## src/rtl/rot_cmd_fifo.sv

```systemverilog
// rot_cmd_fifo: first-word-fall-through queue of rotate commands feeding the rotator
// Ports: i_clk/i_rstn clock and sync active-low reset; i_valid/o_ready/i_a/i_k/i_left
// producer side; o_valid/i_ready/o_a/o_k/o_left head command (zero when empty);
// o_count/o_full/o_empty occupancy.
module rot_cmd_fifo #(
   parameter int BW_DATA = 8,
   parameter int BW_CTRL = 3,
   parameter int DEPTH   = 4,
   parameter int BW_PTR  = 2
) (
   input  logic               i_clk,
   input  logic               i_rstn,
   input  logic               i_valid,
   output logic               o_ready,
   input  logic [BW_DATA-1:0] i_a,
   input  logic [BW_CTRL-1:0] i_k,
   input  logic               i_left,
   output logic               o_valid,
   input  logic               i_ready,
   output logic [BW_DATA-1:0] o_a,
   output logic [BW_CTRL-1:0] o_k,
   output logic               o_left,
   output logic [BW_PTR:0]    o_count,
   output logic               o_full,
   output logic               o_empty
);
   localparam logic [BW_PTR:0] FULL_CNT = (BW_PTR+1)'(DEPTH);
   logic [BW_DATA+BW_CTRL:0] mem [DEPTH];
   logic [BW_PTR-1:0] wptr, rptr;
   logic [BW_PTR:0] count;
   logic push, pop;
   assign o_full  = count == FULL_CNT;
   assign o_empty = count == '0;
   assign o_ready = ~o_full;
   assign o_valid = ~o_empty;
   assign o_count = count;
   assign push    = i_valid & o_ready;
   assign pop     = o_valid & i_ready;
   assign {o_a, o_k, o_left} = o_valid ? mem[rptr] : '0;
   always_ff @(posedge i_clk) begin
      if (!i_rstn) begin
         wptr  <= '0;
         rptr  <= '0;
         count <= '0;
      end else begin
         if (push) wptr <= wptr + 1'b1;
         if (pop) rptr <= rptr + 1'b1;
         if (push != pop) count <= push ? count + 1'b1 : count - 1'b1;
      end
   end
   // storage is deliberately not reset; stale entries are hidden by the pointers
   always_ff @(posedge i_clk)
      if (push) mem[wptr] <= {i_a, i_k, i_left};
endmodule
```

## config.mk

```make
export PLATFORM = sky130hd
export DESIGN_NAME = rot_cmd_fifo
export DESIGN_NICKNAME = d
export VERILOG_FILES = /design/src/rtl/rot_cmd_fifo.sv
export SDC_FILE = /design/constraint.sdc
export NUM_CORES = 1
export LEC_CHECK = 0
export ABC_AREA = 1
export ABC_CLOCK_PERIOD_IN_PS = 3200
export BUFFER_PORTS_ARGS = -buffer_cell sky130_fd_sc_hd__buf_2
export CAP_MARGIN = 20
export CORE_ASPECT_RATIO = 0.8
export CORE_MARGIN = 8
export CORE_UTILIZATION = 40
export DETAILED_ROUTE_END_ITERATION = 8
export GPL_TIMING_DRIVEN = 0
export SLEW_MARGIN = 20
export SYNTH_ARGS = -nofsm -noshare
export SYNTH_HDL_FRONTEND = slang
export SYNTH_SLANG_ARGS = --single-unit
```

## constraint.sdc

```tcl
create_clock -name i_clk -period 3.2 [get_ports i_clk]
set_clock_uncertainty 0.2 [all_clocks]
set_input_delay 0.48 -clock i_clk [delete_from_list [all_inputs] [get_ports i_clk]]
set_output_delay 0.48 -clock i_clk [all_outputs]
set_load 0.01 [all_outputs]
```

# [Word level (Yosys, flattened, before mapping)]
# Memories as Yosys holds them, arrays and structs flattened. A register that Yosys moved wholly into a read port is not among the register bits.
# Index checks and enable logic that the tools add are counted.
[classes] addsub=4 eq_ne=2 mux=6 n_bitwise=4 reduce_logical=1
[op_table] op="$mux 12" n=1
[op_table] op="$add 2x1->2 const B" n=2
[op_table] op="$mux 2" n=2
[op_table] op="$add 3x1->3 const B" n=1
[op_table] op="$eq 3x3->1 const B" n=1
[op_table] op="$logic_not 3->1" n=1
[op_table] op="$mux 3" n=1
[op_table] op="$sub 3x1->3 const B" n=1
[op_table] op="$and 1x1->1" n=2
[op_table] op="$mux 1" n=2
[op_table] op="$not 1->1" n=2
[op_table] op="$ne 1x1->1" n=1
[word_totals] reg_bits=7 ramBits=48 out_inout_bits=19 memories=1
[memory_table] name="mem" depth=4 word_bits=12 rd=1 rd_clocked_by_memory_dff=1 wr=1 line_no="28" text="logic [BW_DATA+BW_CTRL:0] mem [DEPTH];"

# [Longest topological paths before layout]
# Gate-level depths: netlist of run 1.
[depth] word_depth=5 depth_mapped=12

# [Worst setup path before layout of run 1]
# No wires, ideal clock.
[synth_path] path_kind="reg2reg" startpoint="reg count[1] (netlist: o_count[1])" endpoint="mem mem[0][0] (netlist bit), enable pin" setup_time_ps=380 arrival_ps=1302 required_time_ps=2620 setup_slack_ps=1318 stages_incl_launch_ff=5 period_less_slack_ps=1882 path_cell_list="dfxtp_1 -> nor2_4 -> nand2_4 -> nand2_8 -> nor2_1"
[synth_between] elab_chain_cells=5
[synth_lines] element="start, declared" line_no="30" text="logic [BW_PTR:0] count;"
[synth_lines] element="start signal, assigned" line_no="48" text="if (push != pop) count <= push ? count + 1'b1 : count - 1'b1;"
[synth_lines] element="$eq 3x3->1" line_no="32" text="assign o_full = count == FULL_CNT;"
[synth_lines] element="$not 1->1" line_no="34" text="assign o_ready = ~o_full;"
[synth_lines] element="via o_ready" line_no="14" text="output logic o_ready,"
[synth_lines] element="$and 1x1->1" line_no="37" text="assign push = i_valid & o_ready;"
[synth_lines] element="$mux 1" line_no="53" text="if (push) mem[wptr] <= {i_a, i_k, i_left};"
[synth_lines] element="$mux 1 (implied by the code)" line_no="53"
[synth_lines] element="end, declared" line_no="28"
# The timed path passes the listed nets, and every way through them passes these cells.

==> flow_metrics.env, run 1 <==
export IMPL_clockBufferDepth=2
export IMPL_r2r_slack_ps=1300
export IMPL_cp_slowest_cell="clkbuf_1"
export IMPL_synth_seq_cells=57
export IMPL_place_area_um2=2676
export IMPL_synth_fp_nets=236
export IMPL_grt_first_pass_wirelength_mm=7.914
export IMPL_crit_top_cell="buf_2"
export IMPL_drive_gt1_frac=0.2604
export IMPL_drv_slew=0
export IMPL_regToRegStartpoint="o_count[1]$_SDFFE_PN0P_"
export IMPL_insertedDiodeCount=0
export IMPL_grt_overflow_total=0
export IMPL_gp_congestion=0.7299
export IMPL_nets=281
export IMPL_post_synth_cell_area_avg_um2=11.17
export IMPL_drtIter0Drc=84
export IMPL_crit_family="buffers and inverters"
export IMPL_r2r_end="mem[3][5]$_DFFE_PP_"
export IMPL_fp_dieArea_um2=8757
export IMPL_setup_violations=0
export IMPL_num_io_pins=35
export IMPL_final_area_um2=2940
export IMPL_die_h_um=85.32
export IMPL_r2r_cells=4
export IMPL_drtAntennaViolNets=0
export IMPL_min_delay_start="i_a[5]"
export IMPL_ff_latch_area_um2=1622
export IMPL_critPathLaunchType="register"
export IMPL_worstSetupPathType="reg -> out"
export IMPL_start_util=0.4107
export IMPL_fill_cells=550
export IMPL_seq_area_frac_synth=0.6750
export IMPL_core_area_um2=5849
export IMPL_ctsHoldBuffers=0
export IMPL_wirelength_mm=4.954
export IMPL_status="finished, final reports clean"
export IMPL_hold_path_end="mem[0][9]$_DFFE_PP_"
export IMPL_path_cells="buf_2 -> inv_2 -> clkbuf_1 -> o21ai_0 -> a21oi_1 -> buf_2"
export IMPL_clockRootBuffer="clkbuf_8"
export IMPL_power_density_nw_per_um2=958.2
export IMPL_slew_headroom=0.5114
export IMPL_netlist_area_um2=2402
export IMPL_syn_inst=215
export IMPL_grt_total_usage=0.1230
export IMPL_min_period_ps=2513
export IMPL_hold_path_depth=1
export IMPL_antenna_found_initial=0
export IMPL_arrival_ps=1830
export IMPL_clkSlewWorstSetupHoldPaths_ps=60
export IMPL_hold_viol_final=0
export IMPL_worst_ep_required_time_ps=2520
export IMPL_cts_sinks=57
export IMPL_ys_types=19
export IMPL_cts_htree_levels=3
export IMPL_die_x_um=102.6
export IMPL_via_per_inst=4.659
export IMPL_grt_pass1_vias=1586
export IMPL_area_growth_pct=22.40
export IMPL_dr_total_vias=1612
export IMPL_cap_violations=0
export IMPL_drc=0
export IMPL_setup_tns_ps=0
export IMPL_p_leak_nw=1.161
export IMPL_place_ws_ps=944.7
export IMPL_tightestPinTransition_ps=732.2
export IMPL_max_stage_delay_ps=380
export IMPL_num_rows=25
export IMPL_finalCritPeriodShare=0.7852
export IMPL_fin_ws_ps=687.5
export IMPL_fmax_ghz=0.3980
export IMPL_dpl_hpwl_mm=3.301
export IMPL_multi_input_area_um2=688.2
export IMPL_cts_resized=0
export IMPL_cts_tree="built"
export IMPL_cts_buffers=9
export IMPL_synth_warnings=0
export IMPL_p_total_mw=2.817
export IMPL_port_buffers=34
export IMPL_clock_latency_ps=320
export IMPL_post_cts_buffers=0
export IMPL_hold_path_class="in -> reg"
export IMPL_grt_max_degree=13
export IMPL_cp_max_fo=10
export IMPL_critPathBufInv=4
export IMPL_dr_pass1_iters=4
export IMPL_crit_path_end_kind="output pin"
export IMPL_vdd_drop_max_mv=0.3899
export IMPL_wl_per_cell_um=14.32
export IMPL_rsz0062_at_grt="false"
[area by class of cell]
type	instances	area share
Clock buffer	9	0.04213
Clock inverter	7	0.04511
Tap cell	81	0.03447
Sequential cell	57	0.5515
Timing Repair Buffer	34	0.05787
Buffer	8	0.01191
Multi-Input combinational cell	132	0.2340
Inverter	18	0.02298
[cell usage in the layout (no fill, tap or decap), drive strengths merged]
cell type and n:
o21bai 1, ha 5, nand3 4, clkbuf 13
a21oi 21, a21boi 1, edfxtp 48, buf 38
o21ai 28, bufinv 4, dfxtp 9, inv 18
nand2 17, clkinv 3, nor2 55
[report_power, final]
group / internal (mW) / switching (mW) / total (mW) / leakage, nW
Combinational: 0.330 / 0.637 / 0.968 / 0.519
Sequential: 0.928 / 0.0627 / 0.990 / 0.514
Clock: 0.589 / 0.270 / 0.859 / 0.128
[sequential cells by signal, summed over array words and instances (netlist names), named ones only]
name     flops
o_count      3
wptr         2
mem         48
rptr         2
[how the worst max path moves through the flow]
stage	depth (start not counted)	to
final	6	o_a[1]
after global routing	6	o_a[4]
after CTS	6	o_a[4]
after detailed placement	3	mem[3][6]$_DFFE_PP_
after global placement	3	mem[1][6]$_DFFE_PP_
after floorplan	4	mem[0][0]$_DFFE_PP_
[cell usage after synthesis, drive strengths merged]
| master | count | area, µm² |
|---|---|---|
| buf | 4 | 20.02 |
| o21ai | 28 | 140.1 |
| a21boi | 1 | 18.77 |
| dfxtp | 9 | 180.2 |
| nor2 | 55 | 214.0 |
| nand3 | 4 | 20.02 |
| inv | 18 | 67.56 |
| o21bai | 1 | 7.510 |
| clkbuf | 4 | 15.01 |
| nand2 | 17 | 110.1 |
| edfxtp | 48 | 1441 |
| ha | 5 | 62.56 |
| a21oi | 21 | 105.1 |
[cell families after synthesis]
logic type,count (synthesis),share of synthesized area
flops,57,0.6750
simple gates,76,0.1432
fa+ha+maj,5,0.02604
compound gates,51,0.1130
buf+inv,26,0.04270
[through the flow]
stage                     utilization  hold WS (ps)  instances
final                          0.5027         165.1        346
after detailed placement       0.4575         267.0        330
after floorplan                     -         241.5        215
after global routing           0.5027         144.5        346
after CTS                      0.5014         153.2        346
after global placement         0.4571         255.6        330
[layer usage]
| layer | wire (µm) | track usage | vias to the layer above |
|---|---|---|---|
| li1 | - | - | 821 |
| met1 | 2144 | 0.1435 | 753 |
| met2 | 2415 | 0.1943 | 33 |
| met3 | 333 | 0.05478 | 5 |
| met4 | 60 | 0.04388 | 0 |
| met5 | 0 | 0 | - |
No activity file was read; power rests on OpenSTA's default activity.
==> run 2, diff against run 1 <==
--- a/config.mk
+++ b/config.mk
@@ -6,7 +6,7 @@
 export NUM_CORES = 1
 export LEC_CHECK = 0
 export ABC_AREA = 1
-export ABC_CLOCK_PERIOD_IN_PS = 3200
+export ABC_CLOCK_PERIOD_IN_PS = 2600
 export BUFFER_PORTS_ARGS = -buffer_cell sky130_fd_sc_hd__buf_2
 export CAP_MARGIN = 20
 export CORE_ASPECT_RATIO = 0.8
==> constraint.sdc (replaced) <==
create_clock -name i_clk -period 2.6 [get_ports i_clk]
set_clock_uncertainty 0.2 [all_clocks]
set_input_delay 0.39 -clock i_clk [delete_from_list [all_inputs] [get_ports i_clk]]
set_output_delay 0.39 -clock i_clk [all_outputs]
set_load 0.01 [all_outputs]
==> run 2 against run 1 <==
Against the previous run:
- via count up 0.12%
- clock power up 23%
- non-clock buffer count unchanged
- sequential power up 23%
- setup slack worse by 480 ps
- combinational power up 23%
- core utilization about the same
- die area unchanged
- worst hold slack worse by 90 ps
- critical path type unchanged
- largest power group unchanged
- highest routed layer unchanged
==> flow_metrics.env, run 2 (synthesized netlist as in run 1, its figures left out) <==
export IMPL_status="finished, final reports clean"
export IMPL_hold_path_depth=1
export IMPL_drtIter0Drc=84
export IMPL_arrival_ps=1800
export IMPL_area_growth_pct=22.45
export IMPL_vdd_drop_max_mv=0.4799
export IMPL_grt_overflow_total=0
export IMPL_dr_total_vias=1614
export IMPL_core_area_um2=5849
export IMPL_start_util=0.4107
export IMPL_finalCritPeriodShare=0.9184
export IMPL_dpl_hpwl_mm=3.301
export IMPL_wl_per_cell_um=14.34
export IMPL_wirelength_mm=4.963
export IMPL_ctsHoldBuffers=0
export IMPL_cts_htree_levels=3
export IMPL_final_area_um2=2942
export IMPL_registers_top_by_ff_count="mem"
export IMPL_num_io_pins=35
export IMPL_p_comb_frac=0.344
export IMPL_clock_latency_ps=320
export IMPL_drv_slew=0
export IMPL_clockPowerShare=0.305
export IMPL_most_common_layout_cells="nor2_1, edfxtp_1, buf_2"
export IMPL_worst_ep_required_time_ps=2010
export IMPL_drive_gt1_frac=0.2642
export IMPL_via_per_inst=4.665
export IMPL_p_total_mw=3.470
export IMPL_grt_max_degree=13
export IMPL_drc=0
export IMPL_r2r_cells=4
export IMPL_layout_commonest_cell="nor2_1"
export IMPL_clkSlewWorstSetupHoldPaths_ps=60
export IMPL_swShare=0.3442
export IMPL_nets=281
export IMPL_die_h_um=85.32
export IMPL_clockBufferDepth=2
export IMPL_cts_tree="built"
export IMPL_fmax_ghz=0.4188
export IMPL_fp_dieArea_um2=8757
export IMPL_fin_cells=346
export IMPL_antenna_found_initial=0
export IMPL_r2r_end="mem[3][5]$_DFFE_PP_"
export IMPL_clockRootBuffer="clkbuf_8"
export IMPL_grt_pass1_vias=1586
export IMPL_power_internal_mw=2.275
export IMPL_worstSetupPathType="reg -> out"
export IMPL_fill_cells=550
export IMPL_die_x_um=102.6
export IMPL_dp_cells=330
export IMPL_rsz0062_at_grt="false"
export IMPL_switchingPower_mw=1.194
export IMPL_regToRegStartpoint="o_count[1]$_SDFFE_PN0P_"
export IMPL_crit_path_end_kind="output pin"
export IMPL_r2r_slack_ps=700
export IMPL_critPathLaunchType="register"
export IMPL_gp_congestion=0.7299
export IMPL_hold_path_end="mem[0][9]$_DFFE_PP_"
export IMPL_grt_first_pass_wirelength_mm=7.914
export IMPL_slew_headroom=0.5106
export IMPL_place_area_um2=2676
export IMPL_num_rows=25
export IMPL_tightestPinTransition_ps=733.3
export IMPL_port_buffers=34
export IMPL_hold_viol_final=0
export IMPL_cts_sinks=57
export IMPL_dr_pass1_iters=4
export IMPL_grt_total_usage=0.1230
export IMPL_setup_violations=0
export IMPL_p_leak_nw=1.163
export IMPL_largest_register_ffs=48
export IMPL_hold_path_class="in -> reg"
export IMPL_power_density_nw_per_um2=1179
export IMPL_pwr_share_seq=0.351
export IMPL_setup_tns_ps=0
export IMPL_insertedDiodeCount=0
export IMPL_min_period_ps=2388
export IMPL_min_delay_start="i_a[5]"
export IMPL_cp_max_fo=10
export IMPL_drtAntennaViolNets=0
export IMPL_cts_buffers=9
export IMPL_cap_violations=0
## run 2: layer usage
metal | share of wire | global-route usage | wire (µm) | vias to the layer above
li1 | - | - | - | 821
met4 | 0.012 | 0.04388 | 60 | 0
met5 | 0 | 0 | 0 | -
met2 | 0.49 | 0.1943 | 2418 | 32
met1 | 0.44 | 0.1435 | 2165 | 756
met3 | 0.064 | 0.05478 | 318 | 5
## run 2: how the worst max path moves through the flow
stage,endpoint,slack [ps],depth (start not counted)
after floorplan,mem[0][0]$_DFFE_PP_,720,4
after global placement,mem[1][6]$_DFFE_PP_,360,4
after detailed placement,mem[3][6]$_DFFE_PP_,350,4
after CTS,o_a[4],130,6
after global routing,o_a[4],20,6
final,o_a[4],210,6
## run 2: final cells by class
cell class / instances / area [µm²] / area share
multi-input combinational: 132 / 688.2 / 0.2339
buffer: 8 / 36.28 / 0.01234
tap: 81 / 101.3 / 0.03445
sequential: 57 / 1622 / 0.5513
inverter: 18 / 67.56 / 0.02297
clock inverter: 7 / 132.6 / 0.04509
timing repair buffer: 34 / 170.2 / 0.05785
clock buffer: 9 / 123.9 / 0.04211
## run 2: power groups by stage
| stage | clock network (mW) | registers, mW | logic, mW |
|---|---|---|---|
| final | 1.06 | 1.22 | 1.19 |
| after global routing | 1.12 | 1.24 | 1.35 |
| after CTS | 1.07 | 1.22 | 1.21 |
| after detailed placement | 0 | 1.24 | 1.21 |
| after global placement | 0 | 1.24 | 1.19 |
| after floorplan | 0 | 1.24 | 0.763 |
## run 2: repair_timing
action                                  in CTS  in global routing
endpoints found under the setup margin       0                  2
resized for setup                            0                  2
setup buffers                                0                  0
## run 2: critical path, cell delays in order (launching register included)
cell	delay [ps]
dfxtp_1	290
buf_2	160
inv_2	120
clkbuf_1	380
o21ai_0	170
a21oi_1	190
buf_2	160
## run 2: stage by stage
stage | util | worst slack, ps | hold WS, ps
floorplan | - | 717.9 | 241.5
global placement | 0.4571 | 364.1 | 255.6
detailed placement | 0.4575 | 353.1 | 267.0
CTS | 0.5014 | 130.6 | 63.16
global route | 0.5029 | 20.18 | 54.55
finish | 0.5029 | 212.2 | 74.70
